--- config.mk ---
export PLATFORM = sky130hd
export DESIGN_NAME = fetch_redirect_ctrl
export DESIGN_NICKNAME = d
export VERILOG_FILES = /design/src/rtl/fetch_redirect_ctrl.sv
export SDC_FILE = /design/constraint.sdc
export NUM_CORES = 1
export LEC_CHECK = 0
export CORE_AREA = 2 2 82 84
export CTS_CLUSTER_DIAMETER = 60
export CTS_CLUSTER_SIZE = 24
export DETAILED_ROUTE_END_ITERATION = 8
export DIE_AREA = 0 0 84 86
export PLACE_DENSITY = 0.88
export SETUP_SLACK_MARGIN = 0.02
export SLEW_MARGIN = 20
export SYNTH_ARGS = -nofsm -noshare
export SYNTH_HDL_FRONTEND = slang
export SYNTH_SLANG_ARGS = --single-unit
--- constraint.sdc ---
create_clock -name clk -period 2.5 [get_ports clk]
set_input_delay 0.5 -clock clk [delete_from_list [all_inputs] [get_ports clk]]
set_output_delay 0.5 -clock clk [all_outputs]
set_load 0.005 [all_outputs]
--- src/rtl/fetch_redirect_ctrl.sv ---
// fetch_redirect_ctrl
//   Controls the fetch-stage PC register. It picks one redirect source per
//   cycle, in priority order trap > EX branch/jump > buffered redirect >
//   stall/imem wait > sequential fetch. A redirect that arrives while an
//   instruction fetch is still outstanding (imem_ready=0) is parked in
//   pend_pc. It is replayed on the cycle memory accepts.
//
// Optional feature: define FETCH_REDIRECT_STATS_EN to add the
//   cnt_redirect / cnt_wait / cnt_drop event counters (32-bit, wrapping).
//
// Ports:
//   clk, rst                  clock, synchronous active-high reset
//   trap_valid/use_vec/pc     trap request; target is TRAP_VEC or trap_pc
//   EX_taken, EX_alt_pc       branch/jump redirect resolved in EX
//   stall_D                   decode hazard stall
//   imem_ready                instruction memory accepts/returns this cycle
//   halt_req, resume          enter / leave HALT
//   pc_redirect, pc_target    PC register loads pc_target (zero-latency)
//   pc_hold                   PC register holds its value
//   flush_F, flush_D          kill the instruction in F / D
//   pend_valid                a buffered redirect is outstanding
//   state                     00 RUN, 01 WAIT, 10 HALT
module fetch_redirect_ctrl #(
    parameter int               PCLEN    = 32,
    parameter logic [PCLEN-1:0] TRAP_VEC = PCLEN'(32'h100)
) (
    input  logic             clk,
    input  logic             rst,
    input  logic             trap_valid,
    input  logic             trap_use_vec,
    input  logic [PCLEN-1:0] trap_pc,
    input  logic             EX_taken,
    input  logic [PCLEN-1:0] EX_alt_pc,
    input  logic             stall_D,
    input  logic             imem_ready,
    input  logic             halt_req,
    input  logic             resume,
    output logic             pc_redirect,
    output logic [PCLEN-1:0] pc_target,
    output logic             pc_hold,
    output logic             flush_F,
    output logic             flush_D,
    output logic             pend_valid,
    output logic [1:0]       state
`ifdef FETCH_REDIRECT_STATS_EN
    ,
    output logic [31:0]      cnt_redirect,
    output logic [31:0]      cnt_wait,
    output logic [31:0]      cnt_drop
`endif
);

    typedef enum logic [1:0] {
        S_RUN  = 2'b00,
        S_WAIT = 2'b01,
        S_HALT = 2'b10
    } state_e;

    state_e           state_q, state_d;
    logic             pend_valid_q, pend_valid_d;
    logic [PCLEN-1:0] pend_pc_q, pend_pc_d;

    logic             acc_new;   // a trap/EX redirect accepted this cycle
    logic             drop;      // an EX redirect discarded this cycle
    logic             have;      // something to redirect to
    logic [PCLEN-1:0] new_tgt, win_tgt;
    logic             redir_c, hold_c, ff_c, fd_c;
    logic [PCLEN-1:0] tgt_c;

    always_comb begin
        acc_new = 1'b0;
        drop    = 1'b0;
        unique case (state_q)
            S_RUN:  acc_new = trap_valid | EX_taken;
            // Once a redirect is parked, the younger EX instruction was
            // already flushed, so its branch outcome is stale.
            S_WAIT: begin
                acc_new = trap_valid | (EX_taken & ~pend_valid_q);
                drop    = EX_taken & pend_valid_q;
            end
            S_HALT: begin
                acc_new = trap_valid;
                drop    = EX_taken;
            end
            default: acc_new = 1'b0;
        endcase

        new_tgt = trap_valid ? (trap_use_vec ? TRAP_VEC : trap_pc) : EX_alt_pc;
        have    = acc_new | pend_valid_q;
        win_tgt = acc_new ? new_tgt : pend_pc_q;

        redir_c      = 1'b0;
        tgt_c        = '0;
        hold_c       = 1'b0;
        ff_c         = 1'b0;
        fd_c         = 1'b0;
        state_d      = state_q;
        pend_valid_d = pend_valid_q;
        pend_pc_d    = pend_pc_q;

        if (state_q == S_HALT && !resume) begin
            hold_c = 1'b1;
            if (acc_new) begin
                pend_valid_d = 1'b1;
                pend_pc_d    = new_tgt;
                ff_c         = 1'b1;
                fd_c         = 1'b1;
            end
        end else if (have && imem_ready) begin
            // Apply now; F always dies, D only for a freshly accepted source
            // (a replayed redirect already flushed D when it was parked).
            redir_c      = 1'b1;
            tgt_c        = win_tgt;
            ff_c         = 1'b1;
            fd_c         = acc_new;
            pend_valid_d = 1'b0;
            state_d      = S_RUN;
        end else if (have) begin
            hold_c  = 1'b1;
            state_d = S_WAIT;
            if (acc_new) begin
                pend_valid_d = 1'b1;
                pend_pc_d    = new_tgt;
                ff_c         = 1'b1;
                fd_c         = 1'b1;
            end
        end else if (!imem_ready) begin
            hold_c  = 1'b1;
            state_d = S_WAIT;
        end else if (state_q == S_RUN && halt_req) begin
            hold_c  = 1'b1;
            state_d = S_HALT;
        end else begin
            hold_c  = stall_D;
            state_d = S_RUN;
        end

        // Outputs read as idle while reset is asserted.
        if (rst) begin
            redir_c = 1'b0;
            tgt_c   = '0;
            hold_c  = 1'b0;
            ff_c    = 1'b0;
            fd_c    = 1'b0;
        end
    end

    always_ff @(posedge clk) begin
        if (rst) begin
            state_q      <= S_RUN;
            pend_valid_q <= 1'b0;
            pend_pc_q    <= '0;
        end else begin
            state_q      <= state_d;
            pend_valid_q <= pend_valid_d;
            pend_pc_q    <= pend_pc_d;
        end
    end

    assign pc_redirect = redir_c;
    assign pc_target   = tgt_c;
    assign pc_hold     = hold_c;
    assign flush_F     = ff_c;
    assign flush_D     = fd_c;
    assign pend_valid  = pend_valid_q;
    assign state       = state_q;

`ifdef FETCH_REDIRECT_STATS_EN
    logic [31:0] cnt_redirect_q, cnt_wait_q, cnt_drop_q;

    always_ff @(posedge clk) begin
        if (rst) begin
            cnt_redirect_q <= '0;
            cnt_wait_q     <= '0;
            cnt_drop_q     <= '0;
        end else begin
            cnt_redirect_q <= cnt_redirect_q + {31'd0, redir_c};
            cnt_wait_q     <= cnt_wait_q + {31'd0, (state_q == S_WAIT)};
            cnt_drop_q     <= cnt_drop_q + {31'd0, drop};
        end
    end

    assign cnt_redirect = cnt_redirect_q;
    assign cnt_wait     = cnt_wait_q;
    assign cnt_drop     = cnt_drop_q;
`else
    logic unused_drop;
    assign unused_drop = drop;
`endif

endmodule

==> results.ini <==
[synthesis]
syn_avg_cell_area_um2 = 7.76
synth.most_common_cell = a21oi_1
yosys.area_share.simple_pct = 34.3
syn_area_um2 = 2690
synth_cells = 347
ys_types = 34
yosys_warnings = 0
yosysTopAreaCell = dfxtp_1
synthMuxAreaShare_pct = 16.4
ys.flop_type = dfxtp_1
synth_seq_area_share_pct = 26.0
synth.area.top_cells = dfxtp_1 26%, mux2_4 16%, nor2b_1 14%
synth_common_cells = 64 x a21oi_1, 62 x nor2b_1, 35 x dfxtp_1
synth_top_family_by_area = simple AND/OR/NAND/NOR gates
ys_ff_latch = 35
synth_compound_area_share_pct = 17.4
synth_fp_nets = 420
synth_xor_area_share_pct = 0
synthArstFlopShare_pct = 0
synthAdderAreaFrac_pct = 0
synth_top_cell_area_share_pct = 26.0
synth_edf_count = 0

[floorplan]
rows = 29
design.die.area_um2 = 7220
fp.dieW_um = 84
core_area_um2 = 6280
chipHeight_um = 86
ioPinCount = 112
initial_core_util_pct = 42.9

[cells_and_area]
final_nets = 573
area_growth_pct = 71.0
ff_latch_area_um2 = 704
multiInputGateArea_um2 = 1920
utilization_pct = 73.4
antenna_cells = 0
drive_gt1_share_pct = 26.9
filler_cell_count = 468

[global_routing]
grt_pass1_wl_um = 14300
grt_overflow = 0
antenna_found_initial = 0
grtUsageTotal_pct = 24.4
grt_pass1_vias = 3052
grt_max_degree = 62

[clock_network]
root_buffer = clkbuf_8
cts_buffers = 5
cts_max_level = 2
clkLatencyLatePin_ps = 290
hold_buffers = 0
tritoncts = yes
ctsLongestPathBuffers = 2
cts.sinks = 35
clk_pin_slew_ps = 70

[sta]
timing.hold.ws_ps = 472
fmax_mhz = 409
finalClockSkew_ps = 4.75
tightest_slew_ps = 589
maxSlewHeadroom_pct = 60.7
maxSlewViolCount = 0
setup_slack_ps = 57.9
hold_viol = 0
rsz0062_at_grt = false
fin_crit_sh_pct = 97.7
setup_viol_count_final = 0
min_period_ps = 2440

[route]
drt_iter0_drc = 119
drcViolationCount = 0
num_vias = 3083
drt-total-wl_um = 9300
vias_per_cell = 5.33
wl_per_cell_um = 16.1
first_pass_iters = 5
antenna_left = 0

[hold_path]
hold_path.class = primary input to flip-flop
hold_path.startpoint = rst
worst_hold_path.endpoint = state[1]$_SDFFE_PP0N_
hold_depth = 2

[worst_setup_path]
max_stage_delay_ps = 470
arrival_ps = 1940
regToRegStartpoint = state[0]$_SDFFE_PP0N_
reg2reg_depth = 8
crit_type = primary input to output port
crit_buf_inv = 4
cp_top_family = buffers and inverters
path_depth = 8
crit_chain = clkdlybuf4s50_1, nor2_1, nand2_1, nand3_4, buf_12, buf_4, a21oi_1, clkdlybuf4s15_1
crit_slowest_cell = clkdlybuf4s50_1
reg2reg_slack_ps = 430
cp-end-kind = output port
r2r_end = pend_pc_q[2]$_SDFFE_PP0P_
start_kind = primary input
crit_fanout = 6
required_ps = 2000

[power]
leakagePower_nw = 1.95
power.density_nw_per_um2 = 355
vdd_drop_max_v = 0.000269

[run]
drv_cap = 0

[place]
dp_hpwl_um = 5810
routabilityCongestion = 0.829
io_buffer_count = 111
dpl_worst_slack_ps = -516

[outcome]
status = finished, final reports clean

## placed cells by master, fill, tap and decap left out, types with 3 or more instances in the layout
| cell type | count |
|---|---|
| buf_4 | 43 |
| clkbuf_2 | 14 |
| clkinv_2 | 3 |
| bufbuf_16 | 3 |
| nor2_1 | 33 |
| nand2b_1 | 31 |
| a21oi_2 | 5 |
| clkbuf_8 | 5 |
| buf_6 | 5 |
| buf_8 | 3 |
| nand3_1 | 33 |
| clkdlybuf4s50_1 | 71 |
| mux2_4 | 28 |
| a21oi_1 | 59 |
| nand2_1 | 4 |
| dfxtp_1 | 34 |
| dlygate4sd2_1 | 9 |
| inv_1 | 4 |
| nor2b_1 | 61 |
| clkdlybuf4s15_1 | 13 |
| buf_12 | 8 |
## power by group
group          total, mW  leakage [nW]  switching (mW)  internal [mW]
clock network      0.402        0.0477           0.212          0.191
registers          0.609         0.287          0.0190          0.590
logic              0.626          1.62           0.244          0.382
## worst max-delay path by stage
| stage | start | endpoint | slack (ps) |
|---|---|---|---|
| global placement | trap_valid | pc_target[4] | -460 |
| floorplan | EX_taken | pc_target[3] | 430 |
| CTS | trap_valid | pc_target[24] | 10 |
| global route | resume | pc_target[19] | 8 |
| detailed placement | trap_valid | pc_target[11] | -520 |
| finish | resume | pc_target[19] | 60 |
## sequential cells by signal, summed over array words and instances (netlist names)
name	cells
state	2
pend_valid	1
pend_pc_q	32
## per-stage QoR
step	TNS, ps	instance area, um2	power [mW]	std cells
global route	0	4610	1.72	578
floorplan	0	2690	0.880	347
finish	0	4610	1.64	578
detailed placement	-19780	4200	1.16	553
global placement	-17380	4200	1.15	553
CTS	0	4540	1.62	574
## area by class of cell
class | count | share of cell area [%]
Multi-Input combinational cell | 278 | 41.7
Timing Repair Buffer | 176 | 38.7
Sequential cell | 35 | 15.3
Tap cell | 77 | 2.09
Clock buffer | 5 | 1.49
Clock inverter | 3 | 0.326
Inverter | 4 | 0.326
## cell families after synthesis
logic type	count (synthesis)
and+or+nand+nor	169
buffers and inverters	34
DFF	35
AOI/OAI and AO/OA	79
muxes	30
## layer usage
| layer | vias up | global-route usage [%] | wire length, um |
|---|---|---|---|
| met5 | - | 0 | 0 |
| met4 | 0 | 7.33 | 78 |
| met1 | 1499 | 27.9 | 3860 |
| met2 | 98 | 46.3 | 4890 |
| met3 | 9 | 4.52 | 474 |
| li1 | 1477 | - | - |
## timing repair
action | CTS | global route
resized for setup | 65 | 49
cloned | 5 | 2
setup buffers | 9 | 2
pin swaps | 4 | 2
endpoints found under the setup margin | 36 | 33
Note: power is estimated with default switching activity, not from simulation.
